[src/rtl/seq_mul_pkg.sv]
// Shared types and helpers for the sequential shift-add multiplier.
package seq_mul_pkg;

   // Control FSM states.
   typedef enum logic [1:0] {
      IDLE = 2'd0,
      RUN  = 2'd1,
      FIX  = 2'd2
   } state_t;

   // Iteration counter width: enough to count 0..width.
   function automatic int cnt_width(input int width);
      return $clog2(width + 1);
   endfunction

endpackage : seq_mul_pkg

[src/rtl/seq_mul_abs.sv]
// Conditional two's-complement negate of a W-bit value.
// Used for operand magnitudes and the final result sign fix when
// SEQ_MUL_SIGNED_EN is defined.
module seq_mul_abs
   import seq_mul_pkg::*;
#(
   parameter int W = 8
) (
   input  logic [W-1:0] value,
   input  logic         negate,
   output logic [W-1:0] result
);

   // Negate when requested, otherwise pass the value through.
   always_comb begin
      result = value;
      if (negate) begin
         result = (~value) + {{(W-1){1'b0}}, 1'b1};
      end else begin
         result = value;
      end
   end

endmodule : seq_mul_abs

[src/rtl/seq_multiplier.sv]
// Sequential shift-add multiplier: WIDTH x WIDTH -> 2*WIDTH product in
// WIDTH+1 cycles with a busy/done handshake.
// Optional feature macro: SEQ_MUL_SIGNED_EN (honour signed_mode and handle
// two's-complement operands via magnitudes plus a final negation).
module seq_multiplier
   import seq_mul_pkg::*;
#(
   parameter int WIDTH = 8
) (
   input  logic                 clk,
   input  logic                 rst_n,
   input  logic                 start,
   input  logic [WIDTH-1:0]     a,
   input  logic [WIDTH-1:0]     b,
   input  logic                 signed_mode,
   output logic                 busy,
   output logic                 done,
   output logic [2*WIDTH-1:0]   product
);

   localparam int CW = cnt_width(WIDTH);
   localparam logic [CW-1:0] LAST_CNT = CW'(WIDTH - 1);

   state_t               state_r;
   state_t               state_nxt_s;
   logic                 accept_s;

   logic [WIDTH-1:0]     mcand_r;
   logic [WIDTH-1:0]     mplier_r;
   logic [WIDTH-1:0]     acc_r;
   logic [CW-1:0]        count_r;
   logic                 neg_r;
   logic                 busy_r;
   logic                 done_r;
   logic [2*WIDTH-1:0]   product_r;

   logic [WIDTH:0]       sum_s;
   logic [2*WIDTH-1:0]   acc_full_s;
   logic [2*WIDTH-1:0]   fixed_s;
   logic [WIDTH-1:0]     a_mag_s;
   logic [WIDTH-1:0]     b_mag_s;
   logic                 neg_in_s;

   assign acc_full_s = {acc_r, mplier_r};

`ifdef SEQ_MUL_SIGNED_EN
   // Operands enter the datapath as unsigned magnitudes; the sign of the
   // product is tracked separately in neg_r and applied in FIX.
   assign neg_in_s = signed_mode & (a[WIDTH-1] ^ b[WIDTH-1]);

   seq_mul_abs #(.W(WIDTH)) u_abs_a (
      .value  (a),
      .negate (signed_mode & a[WIDTH-1]),
      .result (a_mag_s)
   );

   seq_mul_abs #(.W(WIDTH)) u_abs_b (
      .value  (b),
      .negate (signed_mode & b[WIDTH-1]),
      .result (b_mag_s)
   );

   seq_mul_abs #(.W(2*WIDTH)) u_abs_p (
      .value  (acc_full_s),
      .negate (neg_r),
      .result (fixed_s)
   );
`else
   // Unsigned-only build: signed_mode is accepted but has no effect.
   logic unused_signed_s;

   assign neg_in_s        = 1'b0;
   assign a_mag_s         = a;
   assign b_mag_s         = b;
   assign fixed_s         = acc_full_s;
   assign unused_signed_s = signed_mode ^ neg_r;
`endif

   // Conditional add of the multiplicand into the upper accumulator half.
   always_comb begin
      sum_s = {1'b0, acc_r};
      if (mplier_r[0]) begin
         sum_s = {1'b0, acc_r} + {1'b0, mcand_r};
      end else begin
         sum_s = {1'b0, acc_r};
      end
   end

   // Next-state logic for the IDLE -> RUN -> FIX -> IDLE sequence.
   always_comb begin
      state_nxt_s = state_r;
      accept_s    = 1'b0;
      case (state_r)
         IDLE: begin
            if (start) begin
               accept_s    = 1'b1;
               state_nxt_s = RUN;
            end else begin
               state_nxt_s = IDLE;
            end
         end
         RUN: begin
            if (count_r == LAST_CNT) begin
               state_nxt_s = FIX;
            end else begin
               state_nxt_s = RUN;
            end
         end
         FIX: begin
            state_nxt_s = IDLE;
         end
         default: begin
            state_nxt_s = IDLE;
         end
      endcase
   end

   // State register.
   always_ff @(posedge clk or negedge rst_n) begin
      if (!rst_n) begin
         state_r <= IDLE;
      end else begin
         state_r <= state_nxt_s;
      end
   end

   // Shift-add datapath, handshake flags and result register.
   always_ff @(posedge clk or negedge rst_n) begin
      if (!rst_n) begin
         mcand_r   <= '0;
         mplier_r  <= '0;
         acc_r     <= '0;
         count_r   <= '0;
         neg_r     <= 1'b0;
         busy_r    <= 1'b0;
         done_r    <= 1'b0;
         product_r <= '0;
      end else begin
         done_r <= (state_r == FIX);
         case (state_r)
            IDLE: begin
               if (accept_s) begin
                  mcand_r  <= a_mag_s;
                  mplier_r <= b_mag_s;
                  acc_r    <= '0;
                  count_r  <= '0;
                  neg_r    <= neg_in_s;
                  busy_r   <= 1'b1;
               end
            end
            RUN: begin
               // Shift {sum, multiplier} right by one.
               acc_r    <= sum_s[WIDTH:1];
               mplier_r <= {sum_s[0], mplier_r[WIDTH-1:1]};
               count_r  <= count_r + 1'b1;
            end
            FIX: begin
               product_r <= fixed_s;
               busy_r    <= 1'b0;
            end
            default: begin
               busy_r <= 1'b0;
            end
         endcase
      end
   end

   assign busy    = busy_r;
   assign done    = done_r;
   assign product = product_r;

endmodule : seq_multiplier
[config.mk]
export PLATFORM = sky130hd
export DESIGN_NAME = seq_multiplier
export DESIGN_NICKNAME = d
export VERILOG_FILES = /design/src/rtl/seq_mul_pkg.sv /design/src/rtl/seq_mul_abs.sv /design/src/rtl/seq_multiplier.sv
export SDC_FILE = /design/constraint.sdc
export NUM_CORES = 1
export LEC_CHECK = 0
export ABC_CLOCK_PERIOD_IN_PS = 5300
export CORE_MARGIN = 10
export CORE_UTILIZATION = 35
export DETAILED_ROUTE_END_ITERATION = 6
export GPL_TIMING_DRIVEN = 0
export SLEW_MARGIN = 40
export SYNTH_ARGS = -nofsm -noshare
export SYNTH_HDL_FRONTEND = slang
export SYNTH_HIERARCHICAL = 1
export SYNTH_SLANG_ARGS = --single-unit
[constraint.sdc]
create_clock -name clk -period 5.3 [get_ports clk]
set_input_delay 1.06 -clock clk [delete_from_list [all_inputs] [get_ports clk]]
set_output_delay 1.06 -clock clk [all_outputs]
set_load 0.03 [all_outputs]
==> results of run 1 <==
[path summary, 6_finish.rpt]
kind | from | cells past startpoint | end | slack (ns)
min in group asynchronous | rst_n | 1 | mcand_r[1]$_DFFE_PN0P_ | 0.62
min | product[0]$_DFFE_PN0P_ | 2 | product[0]$_DFFE_PN0P_ | 0.48
min reg2reg | product[0]$_DFFE_PN0P_ | 2 | product[0]$_DFFE_PN0P_ | 0.48
max in group asynchronous | rst_n | 2 | state_r[1]$_DFF_PN0_ | 4.25
max reg2reg | acc_r[0]$_DFFE_PN0P_ | 8 | acc_r[5]$_DFFE_PN0P_ | 3.26
max | start | 6 | mcand_r[5]$_DFFE_PN0P_ | 2.89
[cell usage after synthesis (2+ instances only)]
master / n
sky130_fd_sc_hd__mux2i_1: 5
sky130_fd_sc_hd__buf_6: 4
sky130_fd_sc_hd__o21a_1: 2
sky130_fd_sc_hd__nor2b_1: 2
sky130_fd_sc_hd__a211oi_1: 3
sky130_fd_sc_hd__nand4_1: 2
sky130_fd_sc_hd__a21oi_1: 6
sky130_fd_sc_hd__buf_2: 3
sky130_fd_sc_hd__a32oi_1: 2
sky130_fd_sc_hd__nor3_1: 3
sky130_fd_sc_hd__xnor2_1: 3
sky130_fd_sc_hd__nand2b_1: 2
sky130_fd_sc_hd__a22oi_1: 7
sky130_fd_sc_hd__clkbuf_1: 2
sky130_fd_sc_hd__dfrtp_1: 48
sky130_fd_sc_hd__ha_1: 9
sky130_fd_sc_hd__nor2_1: 5
sky130_fd_sc_hd__o21ai_0: 20
sky130_fd_sc_hd__nand2_1: 21
sky130_fd_sc_hd__mux2_2: 22
sky130_fd_sc_hd__inv_1: 5
sky130_fd_sc_hd__nor2b_4: 2
[per-stage QoR]
step | setup WS (ns) | power (mW) | util (%) | std cells | hold slack (ns)
floorplan | 3.23 | 1.18 | - | 195 | 0.450
global placement | 1.72 | 1.40 | 43.3 | 308 | 0.460
detailed placement | 2.56 | 1.42 | 43.6 | 309 | 0.469
CTS | 2.88 | 1.64 | 45.0 | 317 | 0.488
global route | 2.83 | 1.76 | 45.0 | 317 | 0.525
finish | 2.89 | 1.61 | 45.0 | 317 | 0.483
[metal layers]
layer	track usage, %	wire (um)
met5	0	0
met1	12.7	2320
met4	3.00	56
met3	3.36	271
met2	14.3	2060
[power breakdown]
group | internal [mW] | total (mW) | switching, mW
registers | 0.517 | 0.615 | 0.0987
clock network | 0.0922 | 0.219 | 0.126
logic | 0.377 | 0.781 | 0.403
total | 0.986 | 1.61 | 0.628
[worst min-delay path: stages (launching register included)]
cell and delay [ns]:
sky130_fd_sc_hd__dfrtp_1 0.35, sky130_fd_sc_hd__nand2_1 0.04, sky130_fd_sc_hd__o21ai_0 0.06
[area by class of cell]
type	instances	area (um^2)
fill	590	3490
sequential	48	1200
multi-input combinational	132	1000
timing repair buffer	37	378
tap	77	96.3
buffer	10	75.1
clock buffer	5	68.8
clock inverter	3	18.8
inverter	5	18.8
[registers in the layout (all words and copies together), names as in the netlist]
signal,cells
acc_r,8
busy,1
count_r,4
done,1
mcand_r,8
mplier_r,8
product,16
state_r,2
[logic make-up after synthesis]
family / Yosys count
AOI/OAI and AO/OA: 49
xor gates and xnor gates: 3
muxes: 27
buffers and inverters: 15
DFF: 48
and+or+nand+nor: 43
adders and majority gates: 10
==> results_tabular.tex, run 1 <==
\begin{tabular}{lr}
\hline
Metric & Value \\
\hline
\multicolumn{2}{l}{\textbf{Run status}} \\
Result of the run & complete, no violations \\
\multicolumn{2}{l}{\textbf{Yosys}} \\
Net Count, Synth & 225 \\
Flip-flop and latch count after synthesis & 48 \\
Dominant cells by area after synthesis & sky130\_fd\_sc\_hd\_\_dfrtp\_1 (52\%), sky130\_fd\_sc\_hd\_\_mux2\_2 (11\%), sky130\_fd\_sc\_hd\_\_ha\_1 (4.9\%), sky130\_fd\_sc\_hd\_\_o21ai\_0 (4.4\%), sky130\_fd\_sc\_hd\_\_nand2\_1 (3.4\%) \\
Dominant combinational cell family by area after synthesis & compound AO/OA/AOI/OAI gates \\
Mean instance size in the synthesized netlist & 11.8 um\^{}2 \\
Sequential fraction of the synthesis area & 52.3\% \\
Number of different library cells in the post-synthesis netlist & 39 \\
Largest area contributor in the synthesized netlist & sky130\_fd\_sc\_hd\_\_dfrtp\_1 \\
Compound-Gate Fraction of Synth Area & 14.1\% \\
Synthesized-area fraction occupied by xor and xnor cells & 1.15\% \\
Post-Syn Instances & 195 \\
Share of synthesized cell area in and, or, nand and nor gates & 9.54\% \\
Number of synthesized flops with an enable pin & 0 \\
Multiplexer share of the synthesized area & 13.0\% \\
Adder-cell share of the synthesized area & 5.78\% \\
Synth top area share & 52.3\% \\
Most used flip-flop cell after synthesis & sky130\_fd\_sc\_hd\_\_dfrtp\_1 \\
Proportion of register bits with asynchronous set or reset after synthesis & 100\% \\
Synth Warn \# & 6 \\
Post-synthesis cell area & 2290 um\^{}2 \\
\multicolumn{2}{l}{\textbf{Flow run}} \\
Max\_cap viols & 0 \\
\multicolumn{2}{l}{\textbf{Timing}} \\
Summed negative setup slack over all endpoints & 0 ns \\
Final period demand of the worst path & 2.41 ns \\
Clock tree skew after final layout & 0.00799 ns \\
Hold Vio Cnt, Final & 0 \\
Unrepaired setup endpoints after global routing & false \\
Transition time at the pin with the least slew margin & 0.410 ns \\
Number of pins exceeding their max-slew limit in the final report & 0 \\
Final Cycle Share & 45.4\% \\
Setup violation total in the final timing report & 0 \\
Highest attainable clock frequency & 415 MHz \\
Max-slew headroom at the worst pin & 72.6\% \\
\multicolumn{2}{l}{\textbf{Layout}} \\
Finished Cell Area & 2860 um\^{}2 \\
Number of antenna cells inserted & 0 \\
Area grow syn2layout & 24.5\% \\
Most common library cell in the layout ignoring fill and taps & sky130\_fd\_sc\_hd\_\_dfrtp\_1 \\
Fraction of layout cells with a size suffix above 1 & 19.6\% \\
Number of nets in the layout & 269 \\
Most frequent cells in the layout & sky130\_fd\_sc\_hd\_\_dfrtp\_1 (48), sky130\_fd\_sc\_hd\_\_clkdlybuf4s50\_1 (35), sky130\_fd\_sc\_hd\_\_mux2\_2 (22), sky130\_fd\_sc\_hd\_\_nand2\_1 (21), sky130\_fd\_sc\_hd\_\_o21ai\_0 (20) \\
\multicolumn{2}{l}{\textbf{Setup path}} \\
CP startpoint kind & input port \\
Critical path buffer and inverter count & 3 \\
Critical path's top delay family & buffers and inverters \\
Delay contributed by the slowest stage of the critical path & 0.49 ns \\
Crit path cell chain & clkdlybuf4s50\_1, nor2b\_2, buf\_4, nor2b\_4, buf\_6, mux2\_2 \\
Required time reported for the critical path endpoint & 5.49 ns \\
Data arrival time of the critical path & 2.60 ns \\
CP Class & input port to register \\
Critical path peak fanout & 10 \\
CP Capture Type & register \\
CP max-delay cell & sky130\_fd\_sc\_hd\_\_clkdlybuf4s50\_1 \\
\multicolumn{2}{l}{\textbf{Routing}} \\
Average via count per standard cell & 5.00 \\
Router iterations before antenna repair & 4 \\
Final routed DRC violation total & 0 \\
ANT nets after route & 0 \\
Wire length after detailed routing & 4710 um \\
DRC violation total after the first TritonRoute iteration & 21 \\
Count of vias placed by the detailed router & 1586 \\
Average routed wire per standard cell & 14.8 um \\
\multicolumn{2}{l}{\textbf{Place}} \\
Detailed placement HPWL & 3540 um \\
Area after DPL & 2770 um\^{}2 \\
Final weighted congestion in routability-driven placement & 0.743 \\
Port-buffer cells & 36 \\
\multicolumn{2}{l}{\textbf{Clock network}} \\
Clock-pin slew of the registers on the worst-case setup and hold paths & 0.09 ns \\
Sink count of the clock tree & 48 \\
Number of buffers added to fix hold violations after cts & 0 \\
Total CTS buffers & 5 \\
Gates resized, CTS repair & 0 \\
CTS tree & done \\
H-tree depth & 2 \\
Library cell used as clock root buffer & sky130\_fd\_sc\_hd\_\_clkbuf\_8 \\
\# Post-CTS Setup Buffers & 0 \\
Clock insertion delay at the later pin of the skew report & 0.31 ns \\
Buffer depth of the longest clock path & 2 \\
\multicolumn{2}{l}{\textbf{GRT}} \\
Number of antenna violations at the first check in global routing & 0 \\
Largest net degree at the start of global routing & 32 \\
Wire length of the first global-routing pass & 7940 um \\
Overall routing resource usage & 9.60\% \\
Remaining global-route overflow & 0 \\
Number of global-route vias before repair & 1644 \\
\multicolumn{2}{l}{\textbf{Pwr}} \\
Static power due to leakage & 1.27 nW \\
Max rail drop VDD & 0.255 mV \\
Cell area power density & 565 nW/um\^{}2 \\
\multicolumn{2}{l}{\textbf{Floorplanning}} \\
Horizontal die dimension & 101 um \\
Initial Util & 36.1\% \\
Ports placed on the boundary & 38 \\
Chip height & 101 um \\
Area of the die & 10200 um\^{}2 \\
FP Rows & 29 \\
Placeable core region & 6350 um\^{}2 \\
\multicolumn{2}{l}{\textbf{Worst hold path}} \\
Worst hold path class & register to register \\
\hline
\end{tabular}
Note: power is estimated with default switching activity, not from simulation.
==> run 2: changes to the inputs <==
- ABC_CLOCK_PERIOD_IN_PS: 5300 -> 2470
- clock period: 5.3 -> 2.47 ns (I/O delays scaled with it)
==> results of run 2 <==
Same layout as run 1 (identical final DEF). Status: complete, no violations.
Among the figures that moved: setup slack after placement 2.56 ns -> 0.298 ns; setup slack after layout 2.89 ns -> 0.426 ns; hold slack 0.483 ns -> 0.0501 ns; start point of the critical path start -> acc_r[0]$_DFFE_PN0P_; end point of the critical path mcand_r[5]$_DFFE_PN0P_ -> acc_r[5]$_DFFE_PN0P_; register-to-register setup slack 3.26 ns -> 0.43 ns; total power 1.61 mW -> 3.46 mW; worst IR drop on VDD 0.255 mV -> 0.547 mV
==> run 3: changes to the inputs <==
- ABC_CLOCK_PERIOD_IN_PS: 2470 -> 2100
- clock period: 2.47 -> 2.1 ns (I/O delays scaled with it)
==> results_tabular.tex, run 3 (same netlist as run 1, synthesis figures left out) <==
\begin{tabular}{lr}
\hline
Metric & Value \\
\hline
\multicolumn{2}{l}{\textbf{GRT}} \\
Remaining global-route overflow & 0 (unchanged) \\
Wire length of the first global-routing pass & 7940 um (unchanged) \\
Number of antenna violations at the first check in global routing & 0 (unchanged) \\
Largest net degree at the start of global routing & 32 (unchanged) \\
Number of global-route vias before repair & 1651 (+0.43\%) \\
Overall routing resource usage & 9.60\% (unchanged) \\
\multicolumn{2}{l}{\textbf{Clock network}} \\
CTS tree & done \\
Clock insertion delay at the later pin of the skew report & 0.31 ns (about the same) \\
H-tree depth & 2 (unchanged) \\
Library cell used as clock root buffer & sky130\_fd\_sc\_hd\_\_clkbuf\_8 \\
Clock-pin slew of the registers on the worst-case setup and hold paths & 0.09 ns (about the same) \\
Sink count of the clock tree & 48 (unchanged) \\
Buffer depth of the longest clock path & 2 (unchanged) \\
Total CTS buffers & 5 (unchanged) \\
\# Post-CTS Setup Buffers & 0 (unchanged) \\
\multicolumn{2}{l}{\textbf{Layout}} \\
Number of antenna cells inserted & 0 (unchanged) \\
Number of nets in the layout & 270 (+0.37\%) \\
Fraction of layout cells with a size suffix above 1 & 20.3\% (+0.75 points) \\
Most common library cell in the layout ignoring fill and taps & sky130\_fd\_sc\_hd\_\_dfrtp\_1 \\
Area grow syn2layout & 25.1\% \\
Final standard cell utilization of the core & 45.2\% (+0.24 points) \\
Max FFs per register & 16 (unchanged) \\
Most frequent cells in the layout & sky130\_fd\_sc\_hd\_\_dfrtp\_1 (48), sky130\_fd\_sc\_hd\_\_clkdlybuf4s50\_1 (35), sky130\_fd\_sc\_hd\_\_mux2\_2 (22), sky130\_fd\_sc\_hd\_\_nand2\_1 (21), sky130\_fd\_sc\_hd\_\_o21ai\_0 (20) \\
\multicolumn{2}{l}{\textbf{Flow run}} \\
Max\_cap viols & 0 (unchanged) \\
\multicolumn{2}{l}{\textbf{Routing}} \\
Final routed DRC violation total & 0 (unchanged) \\
Wire length after detailed routing & 4730 um (+0.38\%) \\
Average via count per standard cell & 5.06 (+1.2\%) \\
Sum of met2 wire segment lengths after detailed routing & 2060 um (-0.29\%) \\
DRC violation total after the first TritonRoute iteration & 26 (+24\%) \\
Post-Route M1 WL & 2300 um (-0.95\%) \\
Count of vias placed by the detailed router & 1610 (+1.5\%) \\
ANT nets after route & 0 (unchanged) \\
Router iterations before antenna repair & 4 (unchanged) \\
Detailed-routed wire length on met3 & 317 um (+17\%) \\
Uppermost metal layer occupied by signal nets & met4 \\
Average routed wire per standard cell & 14.9 um (about the same) \\
\multicolumn{2}{l}{\textbf{Worst hold path}} \\
Worst Min Path Start & product[0]\$\_DFFE\_PN0P\_ \\
Cell depth of the worst hold path & 2 \\
End point of the worst hold path & product[0]\$\_DFFE\_PN0P\_ \\
Worst hold path class & register to register \\
\multicolumn{2}{l}{\textbf{Place}} \\
Detailed placement HPWL & 3540 um (unchanged) \\
Final weighted congestion in routability-driven placement & 0.743 (unchanged) \\
Port-buffer cells & 36 (unchanged) \\
\multicolumn{2}{l}{\textbf{Setup path}} \\
Critical path peak fanout & 4 \\
Setup slack of the most critical reg-to-reg path & 0.14 ns \\
Data arrival time of the critical path & 2.20 ns \\
CP startpoint kind & register \\
Required time reported for the critical path endpoint & 2.34 ns \\
Worst reg2reg startpoint & acc\_r[0]\$\_DFFE\_PN0P\_ \\
Register-to-Register Path Depth & 8 (unchanged) \\
CP Class & register to register \\
Reg-to-reg endpoint & acc\_r[5]\$\_DFFE\_PN0P\_ \\
CP Capture Type & register \\
\multicolumn{2}{l}{\textbf{Pwr}} \\
Static power due to leakage & 1.27 nW (+0.17\%) \\
Flop pwr share & 38.0\% (about the same) \\
Proportion of power drawn by combinational gates & 48.4\% (about the same) \\
Relative contribution of the clock network to total power & 13.5\% (about the same) \\
Power after layout & 4.08 mW \\
Switching portion of total power & 38.9\% \\
Cell area power density & 1420 nW/um\^{}2 \\
P\_int & 2.50 mW \\
Total net switching power & 1.59 mW \\
Max rail drop VDD & 0.644 mV \\
\multicolumn{2}{l}{\textbf{Run status}} \\
Result of the run & complete, no violations \\
\multicolumn{2}{l}{\textbf{Timing}} \\
Highest attainable clock frequency & 510 MHz \\
Clock tree skew after final layout & 0.00839 ns (+0.000395 ns) \\
Number of pins exceeding their max-slew limit in the final report & 0 (unchanged) \\
Max-slew headroom at the worst pin & 71.8\% (-0.78 points) \\
Setup violation total in the final timing report & 0 (unchanged) \\
Hold Vio Cnt, Final & 0 (unchanged) \\
Unrepaired setup endpoints after global routing & false \\
Final Cycle Share & 93.3\% \\
Transition time at the pin with the least slew margin & 0.422 ns (+0.0120 ns) \\
Final period demand of the worst path & 1.96 ns \\
\multicolumn{2}{l}{\textbf{Floorplanning}} \\
FP Rows & 29 (unchanged) \\
Area of the die & 10200 um\^{}2 (unchanged) \\
Chip height & 101 um (unchanged) \\
Ports placed on the boundary & 38 (unchanged) \\
Placeable core region & 6350 um\^{}2 (unchanged) \\
Initial Util & 36.1\% (unchanged) \\
Horizontal die dimension & 101 um (unchanged) \\
\hline
\end{tabular}
run 3: changes by cell type in the layout (fill, tap and decap cells not counted), sizes merged:
cell,before,now
dlygate4sd3,0,1
run 3: how the worst max path moves through the flow:
stage / start / to / slack, ns / cells after the start
6_report: acc_r[0]$_DFFE_PN0P_ / acc_r[5]$_DFFE_PN0P_ / 0.14 / 8
5_1_grt: acc_r[0]$_DFFE_PN0P_ / acc_r[5]$_DFFE_PN0P_ / 0.02 / 8
4_1_cts: acc_r[0]$_DFFE_PN0P_ / acc_r[5]$_DFFE_PN0P_ / 0.04 / 8
3_5_place_dp: start / mcand_r[5]$_DFFE_PN0P_ / 0.002 / 6
3_3_place_gp: rst_n / done$_DFF_PN0_ / -0.84 / 1
2_1_floorplan: acc_r[0]$_DFFE_PN0P_ / acc_r[5]$_DFFE_PN0P_ / 0.24 / 8
run 3: cell type report:
class | count | area, um^2
sequential | 48 | 1200
timing repair buffer | 38 | 388
inverter | 5 | 18.8
fill | 588 | 3480
tap | 77 | 96.3
buffer | 10 | 75.1
multi-input combinational | 132 | 1000
clock buffer | 5 | 68.8
clock inverter | 3 | 18.8
run 3: worst max-delay path, stage by stage, from the launching register on:
cell                      delay, ns
sky130_fd_sc_hd__dfrtp_1       0.41
sky130_fd_sc_hd__ha_2          0.22
sky130_fd_sc_hd__inv_1         0.05
sky130_fd_sc_hd__fa_2          0.37
sky130_fd_sc_hd__nor2b_4       0.13
sky130_fd_sc_hd__o31a_4        0.14
sky130_fd_sc_hd__o22ai_2       0.09
sky130_fd_sc_hd__or4_1         0.41
sky130_fd_sc_hd__nand3_1       0.08
run 3: power by group through the flow:
stage | Clock (mW) | Combinational [mW] | Sequential (mW)
after floorplan | 0 | 1.24 | 1.74
after global placement | 0 | 1.96 | 1.57
after CTS | 0.573 | 2.00 | 1.56
final | 0.553 | 1.98 | 1.55
after global routing | 0.601 | 2.24 | 1.62
after detailed placement | 0 | 2.00 | 1.58
run 3: per-stage QoR:
stage / instance area, um^2 / setup TNS [ns] / cells / worst slack (ns) / hold slack (ns)
floorplan: 2290 / 0 / 195 / 0.245 / 0.124
global placement: 2750 / -40.22 / 308 / -0.840 / 0.460
detailed placement: 2770 / 0 / 309 / 0.00228 / 0.312
CTS: 2870 / 0 / 318 / 0.0397 / 0.488
global route: 2870 / 0 / 318 / 0.0168 / 0.525
finish: 2870 / 0 / 318 / 0.140 / 0.483
run 3: timing repair:
| action | 4_1_cts | 5_1_grt |
|---|---|---|
| hold endpoints to repair | 17 | 0 |
| setup endpoints to repair | 0 | 1 |
| gates resized for setup | 0 | 2 |
| hold buffers | 1 | 0 |
run 3: metal layers:
layer	global-route usage, %	vias to the layer above
li1	-	794
met1	12.7	773
met2	14.3	37
met3	3.36	6
met4	3.00	0
met5	0	-
